<file path="src/rtl/fetch_unit.sv">
// ============================================================================
// fetch_unit : RV32I instruction-fetch stage with one-deep request tracking,
//              wrong-path response drop and a one-entry IF/ID skid buffer.
// Revision   : 1.0
// ============================================================================
`default_nettype none

module fetch_unit #(
  parameter logic [31:0] RESET_PC  = 32'h0000_0000,
  parameter logic [31:0] NOP_INSTR = 32'h0000_0013
) (
  input  logic        clk,
  input  logic        rst_n,
  input  logic        stall_id,
  input  logic        flush_id,
  input  logic        pc_src,
  input  logic [31:0] branch_target,
  input  logic        jump_id_stage,
  input  logic [31:0] jump_target,
  output logic        imem_req_valid,
  output logic [31:0] imem_req_addr,
  input  logic        imem_req_ready,
  input  logic        imem_rsp_valid,
  input  logic [31:0] imem_rsp_data,
  output logic        if_id_valid,
  output logic [31:0] if_id_pc,
  output logic [31:0] if_id_pc_plus4,
  output logic [31:0] if_id_instr
);

  localparam logic [31:0] ALIGN_MASK = 32'hFFFF_FFFC;

  typedef enum logic [1:0] {
    ST_REQ  = 2'd0,
    ST_WAIT = 2'd1,
    ST_DROP = 2'd2
  } state_t;

  state_t      state_q, state_d;
  logic [31:0] pc_q, pc_d;
  logic [31:0] inflight_pc_q, inflight_pc_d;
  logic        hold_valid_q, hold_valid_d;
  logic [31:0] hold_pc_q, hold_pc_d;
  logic [31:0] hold_instr_q, hold_instr_d;
  logic        if_id_valid_q, if_id_valid_d;
  logic [31:0] if_id_pc_q, if_id_pc_d;
  logic [31:0] if_id_instr_q, if_id_instr_d;

  logic        redirect;
  logic [31:0] target;
  logic        req_fire;
  logic        rsp_take;

  // EX redirect is older than the ID jump, so it wins.
  assign redirect = pc_src | jump_id_stage;
  assign target   = (pc_src ? branch_target : jump_target) & ALIGN_MASK;

  assign imem_req_valid = rst_n && (state_q == ST_REQ) && !hold_valid_q;
  assign imem_req_addr  = pc_q;
  assign req_fire       = imem_req_valid && imem_req_ready;

  always_comb begin
    state_d       = state_q;
    pc_d          = pc_q;
    inflight_pc_d = inflight_pc_q;
    rsp_take      = 1'b0;
    case (state_q)
      ST_REQ: begin
        if (req_fire) begin
          if (redirect) begin
            pc_d    = target;
            state_d = ST_DROP;
          end else begin
            inflight_pc_d = pc_q;
            pc_d          = pc_q + 32'd4;
            state_d       = ST_WAIT;
          end
        end else if (redirect) begin
          pc_d = target;
        end
      end
      ST_WAIT: begin
        if (redirect) begin
          pc_d    = target;
          state_d = imem_rsp_valid ? ST_REQ : ST_DROP;
        end else if (imem_rsp_valid) begin
          rsp_take = 1'b1;
          state_d  = ST_REQ;
        end
      end
      ST_DROP: begin
        if (redirect) pc_d = target;
        if (imem_rsp_valid) state_d = ST_REQ;
      end
      default: state_d = ST_REQ;
    endcase
  end

  always_comb begin
    hold_valid_d  = hold_valid_q;
    hold_pc_d     = hold_pc_q;
    hold_instr_d  = hold_instr_q;
    if_id_valid_d = if_id_valid_q;
    if_id_pc_d    = if_id_pc_q;
    if_id_instr_d = if_id_instr_q;
    if (flush_id) begin
      if_id_valid_d = 1'b0;
      if_id_instr_d = NOP_INSTR;
      hold_valid_d  = 1'b0;
    end else if (stall_id) begin
      if (rsp_take) begin
        hold_valid_d = 1'b1;
        hold_pc_d    = inflight_pc_q;
        hold_instr_d = imem_rsp_data;
      end
    end else if (hold_valid_q) begin
      if_id_valid_d = 1'b1;
      if_id_pc_d    = hold_pc_q;
      if_id_instr_d = hold_instr_q;
      hold_valid_d  = 1'b0;
    end else if (rsp_take) begin
      if_id_valid_d = 1'b1;
      if_id_pc_d    = inflight_pc_q;
      if_id_instr_d = imem_rsp_data;
    end else begin
      if_id_valid_d = 1'b0;
      if_id_instr_d = NOP_INSTR;
    end
    // A held word is wrong-path once the PC has been redirected.
    if (redirect) hold_valid_d = 1'b0;
  end

  always_ff @(posedge clk or negedge rst_n) begin
    if (!rst_n) begin
      state_q       <= ST_REQ;
      pc_q          <= RESET_PC & ALIGN_MASK;
      inflight_pc_q <= 32'd0;
      hold_valid_q  <= 1'b0;
      hold_pc_q     <= 32'd0;
      hold_instr_q  <= NOP_INSTR;
      if_id_valid_q <= 1'b0;
      if_id_pc_q    <= 32'd0;
      if_id_instr_q <= NOP_INSTR;
    end else begin
      state_q       <= state_d;
      pc_q          <= pc_d;
      inflight_pc_q <= inflight_pc_d;
      hold_valid_q  <= hold_valid_d;
      hold_pc_q     <= hold_pc_d;
      hold_instr_q  <= hold_instr_d;
      if_id_valid_q <= if_id_valid_d;
      if_id_pc_q    <= if_id_pc_d;
      if_id_instr_q <= if_id_instr_d;
    end
  end

  assign if_id_valid    = if_id_valid_q;
  assign if_id_pc       = if_id_pc_q;
  assign if_id_pc_plus4 = if_id_pc_q + 32'd4;
  assign if_id_instr    = if_id_instr_q;

endmodule

`default_nettype wire

</file>
<file path="config.mk">
export PLATFORM = sky130hd
export DESIGN_NAME = fetch_unit
export DESIGN_NICKNAME = d
export VERILOG_FILES = /design/src/rtl/fetch_unit.sv
export SDC_FILE = /design/constraint.sdc
export NUM_CORES = 1
export LEC_CHECK = 0
export BUFFER_PORTS_ARGS = -buffer_cell sky130_fd_sc_hd__clkbuf_2
export CAP_MARGIN = 5
export CORE_ASPECT_RATIO = 1.75
export CORE_UTILIZATION = 25
export CTS_BUF_LIST = sky130_fd_sc_hd__clkbuf_8
export CTS_CLUSTER_SIZE = 20
export DETAILED_ROUTE_END_ITERATION = 12
export HOLD_SLACK_MARGIN = 0.08
export PLACE_DENSITY = 0.44
export SYNTH_ARGS = -nofsm -noshare
export SYNTH_HDL_FRONTEND = slang
export SYNTH_SLANG_ARGS = --single-unit
</file>
<file path="constraint.sdc">
create_clock -name clk -period 6.2 [get_ports clk]
set_clock_uncertainty 0.2 [all_clocks]
set_input_delay 0.93 -clock clk [delete_from_list [all_inputs] [get_ports clk]]
set_output_delay 0.93 -clock clk [all_outputs]
set_load 0.05 [all_outputs]
</file>
# Yosys cells after proc, flatten, opt, wreduce, memory -nomap -nowiden
# Index checks and enable logic that the tools add are counted.
# classes
n_addsub,2
eq_ne,5
n_mux,28
bitwise,4
reduce_logical,11
# op_table
operator,n
2-to-1 mux 32 bit,10
adder 32 x 3 -> 32 bit (second input constant),2
case mux 32 bit (2 select lines),1
2-to-1 mux 1 bit,11
2-to-1 mux 2 bit,5
AND reduction 3 bit,3
case mux 2 bit (3 select lines),1
inequality test 4 x 1 -> 1 bit (second input constant),1
nonzero test 2 bit,2
logical AND 1 bit,3
inverter 1 bit,3
== test 2 x 1 -> 1 bit (second input constant),1
== test 2 bit (second input constant),1
zero test 2 bit,1
inequality test 2 x 1 -> 1 bit (second input constant),1
inequality test 2 bit (second input constant),1
OR reduction 2 bit,1
zero test 1 bit,1
OR 1 bit,1
# word_totals
regBits,196
inputBits,104

# Logic depth before layout (Yosys ltp)
# Gate-level depths: netlist of run 1.
# depth
ltp_word,7
mapped_depth,9
ltp_nobuf,7

# Worst setup path before layout of run 1
# OpenSTA, ideal clock, no wires.
# synth_timing
path_kind,reg2out
from,"register if_id_pc_q[17], in the netlist if_id_pc[17]"
to,output if_id_pc_plus4[28]
arrival_time_ns,2.743
setup_slack_ns,2.327
stages_incl_launch_ff,6
n_path_buf,0
cell_sequence,dfrtp_1 > nand4_1 > or3_1 > nor4b_1 > nand3_1 > xnor2_1
# synth_via
elab_chain_len,1
# synth_rtl
item,line,rtl
from (decl),46,"logic [31:0] if_id_pc_q, if_id_pc_d;"
from (signal assigned),152,if_id_pc_q <= if_id_pc_d;
adder 32 x 3 -> 32 bit,159,assign if_id_pc_plus4 = if_id_pc_q + 32'd4;
to (decl),27,"output logic [31:0] if_id_pc_plus4,"
# No other way between the ends.

# Worst setup path after layout of run 1
# layout_timing
from,"register if_id_pc_q[11], in the netlist if_id_pc[11]"
to,output if_id_pc_plus4[28]
# The elaborated chain is that of the path after synthesis.

==> qor.txt, run 1 <==
setup TNS - 0 ns
buffer and inverter count on the worst path - 1
Synth Net Count - 1019
synth unique cells - 67
Critical Path End Type - output pin
CP max FO - 7
Primary FF master, synth - dfrtp_1
post-CTS sizing - 0
pwr/cell area - 318 nW/µm²
H-Tree Depth - 4
WP data arrival - 2.85 ns
Root Buffer - clkbuf_8
CP most frequent cell - nand3_1
setup violators final - 0
drt via density - 4.84
Core ar. - 38400 µm²
Port Buf Inserts - 229
number of fillers in the final layout - 4036
cell taking the most area after synthesis - dfrtp_1
DR iter-0 viols - 327
WP data required - 5.07 ns
Critical Path Slowest Stage Cell - nor4b_2
Hold Buf Count CTS - 0
Multi-input gate area - 4530 µm²
vias in the first global route - 7890
Initial Utilization - 25.4%
initial antenna violation count - 1
Detail Route Antenna Nets - 0
top cells by count, synth - dfrtp_1 (190), nand2_1 (78), mux2_1 (65)
Post-synth ARST share - 100%
number of max-cap violations - 0
drt total wl - 30200 µm
fin. max-slew vios - 0
CTS tree - built
GRT met2 Usage - 28.1%
worst vdd ir - 0.105 mV
largest net degree at the start of global routing - 76
count leader, synth - dfrtp_1
Num CTS Buffers - 17
final core utilization - 30.6%
# clock sinks - 196
Period Utilization, post-route - 64.2%
met3 Usage GRT - 2.91%
aggregate global-route resource usage - 15.7%
Worst-path clk slew - 0.11 ns
Critical Path Start Type - flop
yosys warns - 0
layout cells sized above 1 - 29.2%
wire per inst - 18.9 µm
Congestion Overflow GR - 0
slew margin rel. - 26.8%
Syn Std Cell Area - 9760 µm²
Gate Count Post-Synth - 909
die width - 151 µm
#FFs+latches synth - 196
CTS Buffer Depth - 2
R2R Setup Slk - 2.46 ns
standard-cell rows - 95
share of the synthesized area in the top cell type - 48.7%
CP Cell Sequence - and4_1 > nand3_1 > nor4b_2 > nand3_1 > xnor2_1 > clkbuf_2
Area growth syn-to-layout - 20.2%
Post-CTS Setup Bufs - 0
DPL Wire Length - 22000 µm
first-pass GRT wire length - 47100 µm
register area share after synthesis - 50.3%
actual slew at the worst max-slew pin - 1.10 ns
Worst path max stage delay - 0.68 ns
Syn Area/Cell - 10.7 µm²
outcome - finished, final reports clean
worst r2r dst - imem_req_addr[26]
final RePlAce weighted congestion - 0.804
IO Count - 234
Worst Hold Margin - 0.225 ns
Crit Reg-Reg Startpoint - hold_valid_q
layer with the highest usage - met2
GRT met1 Usage - 18.3%
Clock Latency Late Sink - 0.49 ns
Synth area leaders - dfrtp_1 (49%), mux2_1 (7.5%), mux2_2 (3.9%)
leakage - 0.00539 µW
die area - 39900 µm²
die height - 263 µm
Crit Path Class - reg -> out
Tmin final - 3.98 ns
critical path's top delay family - simple AND/OR/NAND/NOR gates
# DRC - 0
worst r2r path cells - 5
RSZ-0062 raised after global routing - false
Hold Path Class - in -> async
register area - 4920 µm²
Max Fclk - 251 MHz
vias - 7760
final hold viol count - 0
Post-synth EDFFs - 0
final net count - 1215
first-pass iteration count of the detailed router - 4
[metrics by stage]
stage / area [µm²] / setup WS (ns) / power [µW] / std cells
5_1_grt: 11700 / 1.94 / 3960 / 1602
4_1_cts: 11700 / 2.03 / 3800 / 1601
3_3_place_gp: 11400 / 1.89 / 2930 / 1571
3_5_place_dp: 11400 / 1.86 / 2960 / 1571
2_1_floorplan: 9760 / 2.33 / 2560 / 909
6_report: 11700 / 2.22 / 3730 / 1602
[power breakdown]
group	internal (µW)	total, µW	switching [µW]
Sequential	1520	1770	255
Clock	338	819	481
Combinational	365	1140	773
[flip-flops by register name, summed over array words and instances (netlist names)]
| name | flops |
|---|---|
| hold_instr_q | 32 |
| hold_pc_q | 32 |
| hold_valid_q | 1 |
| if_id_instr | 32 |
| if_id_pc | 32 |
| if_id_valid | 1 |
| imem_req_addr | 32 |
| inflight_pc_q | 32 |
| state_q | 2 |
[layer usage]
layer | up-vias | part of all wire [%]
met2 | 225 | 53
met4 | 0 | 2.1
met1 | 3757 | 41
met3 | 34 | 4.4
li1 | 3744 | -
met5 | - | 0
[area by class of cell]
type                            instances  area share, %
Clock buffer                           19           2.23
Tap cell                              485           5.17
Clock inverter                         11          0.885
Sequential cell                       196           41.9
Multi-Input combinational cell        631           38.6
Inverter                               16          0.512
Antenna cell                            1         0.0213
Timing Repair Buffer                  243           10.7
[kinds of logic after synthesis]
family          synth area share, %
compound gates                 13.3
xor+xnor                       2.51
fa+ha+maj                     0.769
buf+inv                        3.51
flops                          50.3
mux                            14.9
simple gates                   14.7
[placed cells by master (no fill, tap or decap), types with 10 or more instances in the layout]
cell type / Yosys / routed
a21oi_1: 28 / 28
a221oi_1: 31 / 31
a22oi_1: 14 / 14
a31oi_1: 11 / 11
and4_1: 10 / 10
buf_4: 2 / 14
clkbuf_2: 0 / 228
clkbuf_8: 0 / 20
dfrtp_1: 190 / 189
inv_1: 16 / 17
mux2_1: 65 / 65
mux2_2: 34 / 34
mux2i_1: 34 / 34
nand2_1: 78 / 78
nand3_1: 23 / 23
nand4_1: 10 / 10
nor2_1: 32 / 31
nor2b_1: 30 / 30
nor3_1: 44 / 43
o21ai_0: 17 / 17
o21ai_1: 38 / 38
xnor2_1: 21 / 21
[worst max path at each step]
stage	startpoint	end	slack, ns	depth (start not counted)
3_3_place_gp	rst_n	imem_req_addr[26]	1.89	6
2_1_floorplan	if_id_pc[17]	if_id_pc_plus4[28]	2.33	5
5_1_grt	if_id_pc[17]	if_id_pc_plus4[30]	1.94	6
6_report	if_id_pc[11]	if_id_pc_plus4[28]	2.22	6
3_5_place_dp	rst_n	imem_req_addr[26]	1.86	6
4_1_cts	if_id_pc[11]	if_id_pc_plus4[28]	2.03	6
No activity file was read; power rests on OpenSTA's default activity.
==> inputs of run 2 (changes only) <==
==> constraint.sdc (replaced) <==
create_clock -name clk -period 4.2 [get_ports clk]
set_clock_uncertainty 0.2 [all_clocks]
set_input_delay 0.63 -clock clk [delete_from_list [all_inputs] [get_ports clk]]
set_output_delay 0.63 -clock clk [all_outputs]
set_load 0.05 [all_outputs]
==> qor.txt, run 2 (synthesis results as in run 1) <==
outcome - finished, final reports clean
IO Count - 234 (unchanged)
die area - 39900 µm² (unchanged)
CTS Buffer Depth - 2 (unchanged)
Worst-path clk slew - 0.11 ns (about the same)
buffer and inverter count on the worst path - 2 (+1)
vias - 7831 (+0.91%)
most frequent cells in the layout - clkbuf_2 (228), dfrtp_1 (189), nand2_1 (78)
R2R Setup Slk - 1.33 ns (-1.13 ns)
first-pass iteration count of the detailed router - 4 (unchanged)
pwr/cell area - 470 nW/µm² (+48%)
first-pass GRT wire length - 47200 µm (+0.29%)
Congestion Overflow GR - 0 (unchanged)
largest net degree at the start of global routing - 69 (-9.2%)
vias in the first global route - 7895 (+0.063%)
Critical Path End Type - output pin
Post-CTS Setup Bufs - 0 (unchanged)
Int Pwr - 3290 µW (+48%)
post-placement cell count - 1579 (+0.51%)
Area growth syn-to-layout - 21.0%
CP max FO - 8 (+1)
CTS tree - built
worst vdd ir - 0.155 mV (+48%)
Sw Pwr - 2260 µW (+50%)
register area - 4920 µm² (unchanged)
hold path depth - 2
aggregate global-route resource usage - 15.7% (about the same)
setup TNS - 0 ns (unchanged)
die width - 151 µm (unchanged)
Critical Path Start Type - flop
Crit Path Class - reg -> out
number of max-cap violations - 0 (unchanged)
Clock power frac - 22.5% (+0.5 points)
Critical Path Slowest Stage Cell - dfrtp_1
final non-filler cell total - 1613 (+0.69%)
combinational power share - 30.4% (about the same)
drt via density - 4.85 (+0.23%)
# DRC - 0 (unchanged)
switching share of total power - 40.7% (+0.30 points)
Hold Path Class - in -> reg
fin. max-slew vios - 0 (unchanged)
setup violators final - 0 (unchanged)
Tmin final - 3.49 ns
Root Buffer - clkbuf_8
Num CTS Buffers - 17 (unchanged)
final RePlAce weighted congestion - 0.791 (-1.6%)
critical path's top delay family - simple AND/OR/NAND/NOR gates
WP data required - 3.37 ns (-1.70 ns)
standard-cell rows - 95 (unchanged)
H-Tree Depth - 4 (unchanged)
Hold Buf Count CTS - 0 (unchanged)
slew margin rel. - 32.9% (+6.1 points)
RSZ-0062 raised after global routing - false
final net count - 1223 (+0.66%)
Reg power frac - 47.2% (-0.3 points)
DPL Wire Length - 22400 µm (+1.7%)
wire per inst - 18.8 µm (-0.45%)
worst slack, placed - 1.19 ns (-0.676 ns)
commonest non-fill, non-tap cell in the layout - clkbuf_2
layout cells sized above 1 - 29.8% (+0.63 points)
Worst path depth - 7 (+1)
Port Buf Inserts - 229 (unchanged)
final hold viol count - 0 (unchanged)
Max Fclk - 286 MHz
die height - 263 µm (unchanged)
actual slew at the worst max-slew pin - 1.01 ns (-0.0912 ns)
Period Utilization, post-route - 83.1%
Core ar. - 38400 µm² (unchanged)
Initial Utilization - 25.4% (unchanged)
Detail Route Antenna Nets - 0 (unchanged)
Worst path max stage delay - 0.53 ns (-0.15 ns)
leakage - 0.00544 µW (+0.98%)
initial antenna violation count - 2 (+1)
worst r2r path cells - 6 (+1)
Clock Latency Late Sink - 0.49 ns (about the same)
WP data arrival - 2.66 ns (-0.19 ns)
CP Cell Sequence - nand4_1 > or3_1 > nor4b_1 > buf_4 > nand3_1 > xnor2_1 > clkbuf_2
Multi-input gate area - 4520 µm² (-0.14%)
post-CTS sizing - 0 (unchanged)
drt total wl - 30300 µm (+0.23%)
DR iter-0 viols - 339 (+3.7%)
# clock sinks - 196 (unchanged)
number of fillers in the final layout - 4012 (-0.59%)
Final WS setup - 0.708 ns (-1.51 ns)
[run 2: final cells by class]
type	count	share of cell area, %
Sequential cell	196	41.6
Inverter	16	0.508
Clock inverter	14	1.19
Timing Repair Buffer	251	11.2
Antenna cell	2	0.0424
Tap cell	485	5.13
Multi-Input combinational cell	631	38.3
Clock buffer	18	2.10
[run 2: worst paths after layout]
check	from	to
setup / recovery	if_id_pc[17]	if_id_pc_plus4[28]
hold / removal	imem_rsp_data[23]	hold_instr_q[23]
setup reg to reg	state_q[1]	imem_req_addr[26]
hold reg to reg	hold_pc_q[25]	hold_pc_q[25]
max in group asynchronous	rst_n	if_id_pc[2]
min in group asynchronous	rst_n	imem_req_addr[20]
[run 2: stage by stage]
step           utilization, %  hold WS (ns)  power (µW)  cell area, µm²
4_1_cts                  30.8         0.103        5660           11800
2_1_floorplan               -         0.134        3780            9760
3_5_place_dp             29.8         0.281        4370           11400
5_1_grt                  30.8         0.106        5900           11800
3_3_place_gp             29.8         0.273        4340           11400
6_report                 30.8         0.165        5550           11800
[run 2: routing by layer]
layer	vias up	track usage [%]	part of all wire, %
li1	3749	-	-
met1	3816	18.1	40
met2	227	27.5	52
met3	39	3.07	4.8
met4	0	6.81	3.1
met5	-	0	0
[run 2: power groups by stage]
stage	Clock (µW)	Sequential [µW]	Combinational [µW]
after floorplan	0	2920	866
after global placement	0	2650	1690
after detailed placement	0	2670	1710
after CTS	1320	2630	1710
after global routing	1390	2690	1820
final	1250	2620	1690
==> inputs of run 3 (changes only) <==
--- a/config.mk
+++ b/config.mk
@@ -13,7 +13,7 @@
 export CTS_CLUSTER_SIZE = 20
 export DETAILED_ROUTE_END_ITERATION = 12
 export HOLD_SLACK_MARGIN = 0.08
-export PLACE_DENSITY = 0.44
+export PLACE_DENSITY = 0.46
 export SYNTH_ARGS = -nofsm -noshare
 export SYNTH_HDL_FRONTEND = slang
 export SYNTH_SLANG_ARGS = --single-unit
==> constraint.sdc (replaced) <==
create_clock -name clk -period 2.9 [get_ports clk]
set_clock_uncertainty 0.2 [all_clocks]
set_input_delay 0.435 -clock clk [delete_from_list [all_inputs] [get_ports clk]]
set_output_delay 0.435 -clock clk [all_outputs]
set_load 0.05 [all_outputs]
==> qor.txt, run 3 (synthesis results as in run 1) <==
CP most frequent cell - nand4_1
final non-filler cell total - 1706 (+5.8%)
layout cells sized above 1 - 34.1% (+4.3 points)
Period Utilization, post-route - 102%
setup TNS - -0.104 ns (-0.104 ns)
Clock Latency Late Sink - 0.49 ns (about the same)
CP max FO - 3 (-5)
IO Count - 234 (unchanged)
worst r2r path cells - 8 (+2)
slew margin rel. - 49.2% (+16 points)
most frequent cells in the layout - clkbuf_2 (215), dfrtp_1 (180), nand2_1 (77)
die height - 263 µm (unchanged)
die width - 151 µm (unchanged)
CTS Buffer Depth - 2 (unchanged)
failing checks - negative setup slack
vias - 8279 (+5.7%)
R2R Setup Slk - 0.24 ns (-1.09 ns)
fin. max-slew vios - 0 (unchanged)
Final WS setup - -0.0586 ns (-0.766 ns)
Num CTS Buffers - 17 (unchanged)
wire per inst - 18.4 µm (-2.0%)
outcome - complete, but fails checks
Tmin final - 2.96 ns
initial antenna violation count - 1 (-1)
CP Cell Sequence - nand4_1 > or3_4 > nor4_4 > buf_4 > nand4_1 > xnor2_4 > buf_12
buffer and inverter count on the worst path - 2 (unchanged)
Critical Path Slowest Stage Cell - or3_4
WHS Endpoint - imem_req_addr[22]
DPL Wire Length - 23000 µm (+2.6%)
drt via density - 4.85 (about the same)
Crit Path Class - reg -> out
Max Fclk - 338 MHz
worst slack, placed - 0.178 ns (-1.01 ns)
WP data arrival - 2.32 ns (-0.34 ns)
Worst Hold Margin - 0.136 ns (-0.0286 ns)
aggregate global-route resource usage - 16.4% (+0.71 points)
Congestion Overflow GR - 0 (unchanged)
first-pass GRT wire length - 49400 µm (+4.6%)
actual slew at the worst max-slew pin - 0.762 ns (-0.245 ns)
vias in the first global route - 8446 (+7.0%)
number of fillers in the final layout - 3904 (-2.7%)
commonest non-fill, non-tap cell in the layout - clkbuf_2
Initial Utilization - 25.4% (unchanged)
die area - 39900 µm² (unchanged)
hold path depth - 5 (+3)
Critical Path Start Type - flop
Area growth syn-to-layout - 34.1%
Core ar. - 38400 µm² (unchanged)
largest net degree at the start of global routing - 128 (+86%)
Detail Route Antenna Nets - 0 (unchanged)
Port Buf Inserts - 229 (unchanged)
standard-cell rows - 95 (unchanged)
critical path's top delay family - simple AND/OR/NAND/NOR gates
post-placement cell count - 1611 (+2.0%)
Critical Path End Type - output pin
final hold viol count - 0 (unchanged)
Crit Reg-Reg Startpoint - state_q[1]
H-Tree Depth - 4 (unchanged)
Hold Path Class - in -> reg
Worst-path clk slew - 0.11 ns (about the same)
leakage - 0.00608 µW (+12%)
Tot Pwr - 8710 µW (+57%)
DR iter-0 viols - 411 (+21%)
worst r2r dst - imem_req_addr[22]
# DRC - 0 (unchanged)
setup violators final - 2 (+2)
Worst path max stage delay - 0.42 ns (-0.11 ns)
final net count - 1318 (+7.8%)
drt total wl - 31400 µm (+3.7%)
final RePlAce weighted congestion - 0.870 (+10%)
CTS tree - built
hold path startpoint - jump_target[22]
first-pass iteration count of the detailed router - 5 (+1)
worst vdd ir - 0.304 mV (+96%)
# clock sinks - 196 (unchanged)
Root Buffer - clkbuf_8
RSZ-0062 raised after global routing - true
number of max-cap violations - 0 (unchanged)
pwr/cell area - 665 nW/µm² (+42%)
WP data required - 2.27 ns (-1.10 ns)
run 3: cell types whose count changed in the layout (fill, tap and decap cells not counted), moves of 7 or more:
cell	delta
dfrtp_1	-9
buf_4	+42
xnor2_2	+9
dlygate4sd3_1	+51
buf_12	+7
xnor2_1	-12
clkbuf_2	-13
dfrtp_2	+9
run 3: what timing repair did:
item	CTS	global route
hold buffers	51	0
pin swaps	2	5
setup endpoints to repair	19	18
gates resized for setup	28	9
buffers inserted	9	3
endpoints found under the hold margin	195	0
run 3: worst max path at each step:
stage | cells past startpoint | endpoint | start
floorplan | 5 | if_id_pc_plus4[28] | if_id_pc[12]
global route | 7 | if_id_pc_plus4[29] | if_id_pc[18]
detailed placement | 7 | imem_req_addr[24] | state_q[1]
global placement | 7 | imem_req_addr[24] | state_q[1]
CTS | 7 | if_id_pc_plus4[29] | if_id_pc[18]
finish | 7 | if_id_pc_plus4[29] | if_id_pc[18]
run 3: worst min-delay path, stage by stage:
cell and delay (ns):
clkbuf_2 0.07, a22oi_1 0.07, nor2_1 0.09, a21oi_1 0.05
o311ai_1 0.08
run 3: power by group:
part	internal, µW	switching, µW	leakage (µW)
Sequential	3250	448	0.00255
Clock	1130	1010	0.000245
Combinational	1020	1840	0.00329
Total	5400	3300	0.00608
run 3: per-stage QoR:
stage               utilization, %  cell area [µm²]
global route                  34.1            13100
detailed placement            31.0            11900
global placement              31.0            11900
floorplan                        -             9910
CTS                           34.0            13000
finish                        34.1            13100
run 3: routing by layer:
layer	global-route usage, %	vias to the layer above	routed length (µm)	share of wire [%]
met3	2.88	31	1510	4.8
met2	29.2	248	16600	53
li1	-	3941	-	-
met5	0	-	0	0
met4	5.78	0	675	2.1
met1	19.2	4059	12700	40
run 3: cell type report:
| cell class | instances | area [µm²] | share of cell area (%) |
|---|---|---|---|
| clock buffer | 18 | 248 | 1.89 |
| timing repair buffer | 346 | 2280 | 17.4 |
| clock inverter | 13 | 229 | 1.75 |
| inverter | 16 | 60.1 | 0.459 |
| sequential | 196 | 4930 | 37.6 |
| tap | 485 | 607 | 4.64 |
| multi-input combinational | 631 | 4740 | 36.2 |
| antenna | 1 | 2.50 | 0.0191 |
